`src/rtl/seq_bit_serializer.sv`:
```
// Parallel-in, serial-out front end for the sequence detector: a one-word hold
// buffer feeds a shift register so consecutive words stream with no idle bit.
module seq_bit_serializer #(
    parameter int WIDTH     = 8,
    parameter bit MSB_FIRST = 1'b1,
    parameter bit IDLE_BIT  = 1'b0
) (
    input  logic             clk,
    input  logic             reset,
    input  logic [WIDTH-1:0] in_data,
    input  logic             in_valid,
    output logic             in_ready,
    output logic             x,
    output logic             x_valid,
    output logic             word_done,
    output logic             busy
);

    localparam int CW = $clog2(WIDTH);
    localparam logic [CW-1:0] LAST_CNT = CW'(WIDTH - 1);
    localparam logic [CW-1:0] PRELAST_CNT = CW'(WIDTH - 2);

    localparam logic [0:0] IDLE_ST  = 1'b0;
    localparam logic [0:0] SHIFT_ST = 1'b1;

    logic [WIDTH-1:0] hold;
    logic             hold_full;
    logic [WIDTH-1:0] shift;
    logic [CW-1:0]    count;
    logic [0:0]       state;

    logic accept;
    logic last;
    logic load;

    function automatic logic first_bit(input logic [WIDTH-1:0] w);
        return MSB_FIRST ? w[WIDTH-1] : w[0];
    endfunction

    assign in_ready = ~hold_full & ~reset;
    assign accept   = in_valid & in_ready;
    assign last     = (state == SHIFT_ST) && (count == LAST_CNT);
    // A held word moves into the shifter either from idle or on the last-bit edge,
    // which is what keeps back-to-back words gapless.
    assign load     = hold_full && ((state == IDLE_ST) || last);
    assign busy     = (state == SHIFT_ST) | hold_full;

    // Accept only happens with the hold empty and load only with it full, so the
    // two branches can never both apply in one cycle.
    always_ff @(posedge clk or posedge reset) begin
        if (reset) begin
            hold      <= '0;
            hold_full <= 1'b0;
        end else if (accept) begin
            hold      <= in_data;
            hold_full <= 1'b1;
        end else if (load) begin
            hold_full <= 1'b0;
        end
    end

    // x always shows the bit the counter points at; the next bit is taken from
    // the shift register position that becomes the output end after this shift.
    always_ff @(posedge clk or posedge reset) begin
        if (reset) begin
            state     <= IDLE_ST;
            shift     <= '0;
            count     <= '0;
            x         <= IDLE_BIT;
            x_valid   <= 1'b0;
            word_done <= 1'b0;
        end else if (load) begin
            state     <= SHIFT_ST;
            shift     <= hold;
            count     <= '0;
            x         <= first_bit(hold);
            x_valid   <= 1'b1;
            word_done <= 1'b0;
        end else if (last) begin
            state     <= IDLE_ST;
            count     <= '0;
            x         <= IDLE_BIT;
            x_valid   <= 1'b0;
            word_done <= 1'b0;
        end else if (state == SHIFT_ST) begin
            shift     <= MSB_FIRST ? (shift << 1) : (shift >> 1);
            count     <= count + 1'b1;
            x         <= MSB_FIRST ? shift[WIDTH-2] : shift[1];
            x_valid   <= 1'b1;
            word_done <= (count == PRELAST_CNT);
        end
    end

endmodule
```
`config.mk`:
```
export PLATFORM = sky130hd
export DESIGN_NAME = seq_bit_serializer
export DESIGN_NICKNAME = d
export VERILOG_FILES = /design/src/rtl/seq_bit_serializer.sv
export SDC_FILE = /design/constraint.sdc
export NUM_CORES = 1
export LEC_CHECK = 0
export BUFFER_PORTS_ARGS = -buffer_cell sky130_fd_sc_hd__buf_2
export CAP_MARGIN = 20
export CORE_MARGIN = 2
export CORE_UTILIZATION = 54
export DETAILED_ROUTE_END_ITERATION = 8
export PLACE_DENSITY_LB_ADDON = 0.25
export SYNTH_ARGS = -nofsm -noshare
export SYNTH_HDL_FRONTEND = slang
export SYNTH_SLANG_ARGS = --single-unit
```
`constraint.sdc`:
```
create_clock -name clk -period 2 [get_ports clk]
set_clock_uncertainty 0.1 [all_clocks]
set_input_delay 0.1 -clock clk [delete_from_list [all_inputs] [get_ports clk]]
set_output_delay 0.1 -clock clk [all_outputs]
set_load 0.01 [all_outputs]
```
# Word level (Yosys, flattened, before mapping)
# Index checks and enable logic that the tools add are counted.
# word_totals
register_bits,23
wordCells,45
# op_classes
add_sub_neg,1
n_eq_ne,3
muxes,19
n_bitwise,6
reduce_logical,8
# ops
op,n
$mux W7,3
$mux W1,13
$mux W3,3
$eq A3 B3 Y1 const B,2
$reduce_bool A2 Y1,3
$add A3 B1 Y3 const B,1
$not A1 Y1,3
$reduce_bool A3 Y1,1
$and A1 B1 Y1,2
$logic_and A1 B1 Y1,2
$ne A2 B1 Y1 const B,1
$reduce_and A2 Y1,1
$logic_or A1 B1 Y1,1
$or A1 B1 Y1,1

# Logic depth before layout (Yosys ltp)
# Gate-level depths: netlist of the first run.
# logic_depth
ltp_word,6
ltp_mapped,5

# Worst setup path after synthesis of the first run
# No wires, ideal clock.
# synth_timing
path_kind,register to register
startpoint,reg count[0]
endpoint,reg shift[1]
t_arrival_ns,1.356
required_ns,1.775
path_slack_ns,0.419
stages_incl_launch_ff,6
period_less_slack_ns,1.581
path_cell_list,dfrtp_1 > ha_1 > ha_1 > nand2b_1 > buf_2 > mux2_2
# synth_via
elab_chain_cells,6
# synth_rtl
item,line_no,text
"start, declared",29,logic [CW-1:0] count;
"start signal, assigned",87,count <= count + 1'b1;
$eq A3 B3 Y1 *,42,assign last = (state == SHIFT_ST) && (count == LAST_CNT);
$logic_and A1 B1 Y1 *,42,
$logic_or A1 B1 Y1,45,assign load = hold_full && ((state == IDLE_ST) || last);
$logic_and A1 B1 Y1,45,
$ne A2 B1 Y1 (no line) / $reduce_bool A2 Y1 (equally long branches),n/a,
$reduce_and A2 Y1 (no line),n/a,
"end signal, assigned",74,shift <= hold;
"end signal, assigned",86,shift <= MSB_FIRST ? (shift << 1) : (shift >> 1);
"end, declared",28,logic [WIDTH-1:0] shift;
# Every way passes the cells marked *; elsewhere a longest branch is shown, timed or not.
# A chain may end at the register's enable or synchronous reset.

# Final worst setup path of the first run
# layout_timing
startpoint,reg hold_full
endpoint,out busy
# layout_via
elab_chain_cells,1
# layout_rtl
item,line_no,text
"start, declared",27,logic hold_full;
"start signal, assigned",53,hold_full <= 1'b0;
"start signal, assigned",56,hold_full <= 1'b1;
"start signal, assigned",58,hold_full <= 1'b0;
$or A1 B1 Y1,46,assign busy = (state == SHIFT_ST) | hold_full;
"end, declared",16,output logic busy
# Every way passes these cells.

==> results of run 1 <==
report_power, final:
part           internal [mW]  switching [mW]  leakage [nW]  total, mW
logic                  0.403           0.258         0.304      0.661
registers              0.670           0.161         0.281      0.831
clock network         0.0776           0.124        0.0150      0.202
metrics by stage:
step,area [µm²],std cells,hold slack (ns)
2_1_floorplan,1033,74,0.001924
3_3_place_gp,1127,113,0.004140
3_5_place_dp,1127,113,0.009061
4_1_cts,1244,126,0.1571
5_1_grt,1244,126,0.1372
6_report,1244,126,0.1659
sequential cells by signal, indices dropped and copies added, names as in the netlist:
register and flops:
hold 8, shift 7, count 3, hold_full 1, state 1, word_done 1, x 1, x_valid 1
layout by cell type (no fill, tap or decap), drive strengths merged, types with 2 or more instances in the layout:
cell	n
a32o	2
buf	17
clkbuf	4
dfrtp	23
dlygate4sd3	9
ha	3
inv	6
mux2	20
mux2i	3
nand2	2
nand2b	2
nor2	3
logic make-up (layout without fill, tap and decap cells):
| group | count (synthesis) | count (layout) |
|---|---|---|
| mux | 23 | 23 |
| flops | 23 | 23 |
| simple gates | 10 | 10 |
| buf+inv | 9 | 36 |
| compound gates | 6 | 6 |
| fa+ha+maj | 3 | 3 |
cells in the mapped netlist (all sizes together) (2+ instances only):
| cell | n |
|---|---|
| ha | 3 |
| mux2 | 20 |
| nand2b | 2 |
| buf | 3 |
| nand2 | 2 |
| a32o | 2 |
| nor2 | 3 |
| mux2i | 3 |
| dfrtp | 23 |
| inv | 6 |
worst paths after layout:
check / endpoint
min in group asynchronous: hold[3]
min: hold_full
max: busy
max reg2reg: shift[4]
max in group asynchronous: hold[0]
min reg2reg: x_valid
critical path, stage by stage, from the launching register on:
cell and delay [ns]:
dfrtp_1 0.57, buf_4 0.25, nor2_1 0.22, inv_1 0.09, buf_2 0.15
layout make-up:
type	instances	share of cell area, %
clock buffers	4	2.113
well taps	25	2.515
repair buffers	26	14.49
multi-input cells	42	32.80
inverters	6	1.811
flip-flops and latches	23	46.28
repair_timing:
| action | CTS | global route |
|---|---|---|
| endpoints found under the setup margin | 0 | 0 |
| hold buffers | 9 | 0 |
| hold endpoints to repair | 16 | 0 |
layer usage:
| layer | track usage (%) | part of all wire, % | up-vias | wire, µm |
|---|---|---|---|---|
| met5 | 0 | 0 | - | 0 |
| met4 | 11.35 | 1.6 | 0 | 25 |
| met3 | 3.396 | 2.5 | 4 | 39 |
| met2 | 25.60 | 48 | 12 | 768 |
| met1 | 23.28 | 47 | 297 | 754 |
| li1 | - | - | 312 | - |
==> out/metrics.cfg, run 1 <==
[status]
status=complete, no violations

[cts]
post_cts_buffers=0
htreeDepth=1
clock_latency_ns=0.30
cts_tree=yes
cts_sinks=23
cts_buffer_depth=2
cts-buffers-inserted=3
clk_pin_slew_ns=0.11
cts_root_buf=clkbuf_4
cts_resized=0

[worst_hold_path]
hold_path_class=in2reg
hold-path-cell-count=3
hold_start=in_valid

[final_layout]
final_nets=116
post-route-util_pct=70.50
fillers=138
regArea_um2=575.6
multi_input_area_um2=407.9
drive_gt1_share_pct=40.59
num_antenna_cells=0
areaGrowthSynthToFinish_pct=20.34

[timing]
setup_violations=0
timing.slew.headroom_pct=67.53
hold_violations=0
tightest_slew_ns=0.4866
drv_slew=0
layout_min_cycle_time_ns=1.780
setup-tns-final_ns=0
setup_ws_ns=0.2203
post-route-period-util_pct=88.99
fmax_ghz=0.5619
rsz0062_at_grt=no

[pwr]
design_power_total_mw=1.694
ir_drop_v=0.0007599
p_per_area_mw_per_mm2=1362
leakage_nw=0.5996

[yosys]
synth-edff-count=0
synth_area_mm2=0.001033
synthDistinctLibCells=18
synth_flop_cell=dfrtp_1
ys_async_sr_fraction_pct=100.0
synthesis.instances=74
ys_warn_count=0
synth_compound_area_share_pct=5.206
syn_avg_cell_area_um2=13.97
post-synth-top-area-fraction_pct=55.69
synthSimpleGateAreaFrac_pct=5.932
synth_nets=88
synth-seq-cells=23
synth_top_area_cell=dfrtp_1
synthAdderAreaFrac_pct=3.632
synth_mux_area_share_pct=24.70
synth_area_leaders=dfrtp_1, mux2_2, ha_1
seq_area_frac_synth_pct=55.69
synthXorXnorAreaFrac_pct=0
synth_top_family_by_area=multiplexers

[grt]
track_usage_pct=17.36
grt_pass1_vias=639
grt_max_degree=16
antenna_found_initial=0
grt_pass1_wl_mm=2.684
overflow=0

[worst_setup_path]
endpoint_kind=output pin
worstPathArrival_ns=1.58
r2r_slack_ns=0.27
worstPathRequired_ns=1.80
r2r-start=count[0]
r2r_cells=4
crit_fanout=11
crit_type=reg2out
critPathLaunchType=flop
cp-startpoint=hold_full

[die]
dieArea_mm2=0.002280
design.core.area_mm2=0.001764
die_x_um=47.75
rows=15
ios=16
start_util_pct=58.58
dieHeight_um=47.75

[placed_design]
dp_slack_ns=0.2840
dp.final_hpwl_mm=1.103
gp_congestion=0.8173
io_buffers=15

[drt]
routedWlPerCell_um=12.60
via_count=625
drt-initial-drc-count=0
drc_errors=0
vias_per_cell=4.960
drtPass1Iterations=1
ant_nets=0
routed_wl_mm=1.588

[run]
maxCapViolCount=0

No activity file was read; power rests on OpenSTA's default activity.
==> run 2, diff against run 1 <==
--- a/config.mk
+++ b/config.mk
@@ -9,6 +9,7 @@
 export CAP_MARGIN = 20
 export CORE_MARGIN = 2
 export CORE_UTILIZATION = 54
+export CTS_BUF_LIST = sky130_fd_sc_hd__clkbuf_8 sky130_fd_sc_hd__clkbuf_16
 export DETAILED_ROUTE_END_ITERATION = 8
 export PLACE_DENSITY_LB_ADDON = 0.25
 export SYNTH_ARGS = -nofsm -noshare
==> run 2 against run 1 <==
  * Die area unchanged
  * Wire length grew 2.3%
  * First-iteration DRC count rose by 1
  * Clock power is 35% higher
  * Critical path type unchanged
  * Largest cell class unchanged
  * Largest power group unchanged
==> out/metrics.cfg, run 2 (synthesis results as in run 1) <==
[grt]
grt_pass1_wl_mm=2.704
overflow=0
use_met2_pct=26.13
antenna_found_initial=0
use_met3_pct=3.396
busiest_layer=met2
grt_max_degree=16
grt_pass1_vias=625
gr-usage-met1_pct=23.77
track_usage_pct=17.67

[final_layout]
areaGrowthSynthToFinish_pct=22.15
final_cell_mix=dfrtp_1, mux2_2, buf_2, dlygate4sd3_1, inv_1
largest_registers=hold: 8 flops, shift: 7 flops, count: 3 flops
num_antenna_cells=0
regMostFlops=hold
largest_reg_flops=8
layout_commonest_cell=dfrtp_1
post-route-util_pct=71.56
fin_cells=126
drive_gt1_share_pct=40.59
final_nets=116

[cts]
cts_resized=0
cts-buffers-inserted=3
clock_latency_ns=0.26
post_cts_buffers=0
cts_tree=yes
cts_buffer_depth=2
cts_root_buf=clkbuf_8
cts_sinks=23
htreeDepth=1
clk_pin_slew_ns=0.08

[die]
rows=15
design.core.area_mm2=0.001764
dieArea_mm2=0.002280
ios=16
start_util_pct=58.58
die_x_um=47.75
dieHeight_um=47.75

[timing]
whs_ns=0.2178
layout_min_cycle_time_ns=1.729
rsz0062_at_grt=no
setup_violations=0
tightest_slew_ns=0.4890
setup-tns-final_ns=0
fmax_ghz=0.5783
drv_slew=0
post-route-period-util_pct=86.45
hold_violations=0
timing.slew.headroom_pct=67.36

[placed_design]
gp_congestion=0.8173
io_buffers=15
dp.final_hpwl_mm=1.103
numPlacedInstances=113

[run]
maxCapViolCount=0

[worst_setup_path]
r2r-start=count[0]
r2r_cells=4
r2r-end=shift[1]
crit_type=reg2out
critPathLaunchType=flop
worstPathArrival_ns=1.53
crit_fanout=11
worstPathRequired_ns=1.80
endpoint_kind=output pin
r2r_slack_ns=0.28

[worst_hold_path]
hold_start=in_valid
hold_path_class=in2reg
min_to=hold_full
hold-path-cell-count=3

[drt]
drc_errors=0
ant_nets=0
routedWlPerCell_um=12.90
routed_wl_mm=1.625
drt-initial-drc-count=1
drtPass1Iterations=3
via_count=630
vias_per_cell=5.000

[pwr]
ir_drop_v=0.0007828
p_per_area_mw_per_mm2=1400
design_power_total_mw=1.767
leakage_nw=0.6115

[status]
status=complete, no violations

==> run 2: cell count changes in the layout (fill, tap and decap cells not counted) <==
cell | previous run | this run
inv_1 | 6 | 7
clkbuf_1 | 1 | 0
clkbuf_4 | 3 | 0
clkbuf_8 | 0 | 3
==> run 2: worst max path at each step <==
stage,cells after the start,end,from,slack [ns]
6_report,4,busy,hold_full,0.27
5_1_grt,4,busy,hold_full,0.13
4_1_cts,4,busy,hold_full,0.27
3_5_place_dp,4,shift[5],count[0],0.28
3_3_place_gp,2,hold[1],hold_full,0.29
2_1_floorplan,5,shift[1],count[0],0.42
==> run 2: timing repair <==
action                                  CTS  global route
hold buffers                              9             0
hold endpoints to repair                 16             0
endpoints found under the setup margin    0             0
==> run 2: critical path, stage by stage, from the launching register on <==
cell     delay (ns)
dfrtp_1        0.56
buf_4          0.25
nor2_1         0.22
inv_1          0.09
buf_2          0.15
==> run 2: layout make-up <==
class,count,area (µm²)
clock buffer,3,41.29
inverter,6,22.52
multi-input combinational,42,407.9
fill,137,501.7
timing repair buffer,26,180.2
tap,25,31.28
sequential,23,575.6
clock inverter,1,3.754
==> run 2: report_power, final <==
part | switching, mW | internal (mW) | total [mW]
logic | 0.260 | 0.403 | 0.663
registers | 0.159 | 0.672 | 0.831
clock network | 0.136 | 0.137 | 0.273
total | 0.555 | 1.21 | 1.77
==> run 2: layer usage <==
metal,vias up,wire length [µm]
met4,0,25
met5,-,0
met2,12,789
met1,302,771
li1,312,-
met3,4,39
==> run 2: metrics by stage <==
| step | area [µm²] | setup WS, ns |
|---|---|---|
| 4_1_cts | 1262 | 0.2678 |
| 5_1_grt | 1262 | 0.1331 |
| 3_5_place_dp | 1127 | 0.2840 |
| 3_3_place_gp | 1127 | 0.2947 |
| 6_report | 1262 | 0.2709 |
| 2_1_floorplan | 1033 | 0.4194 |
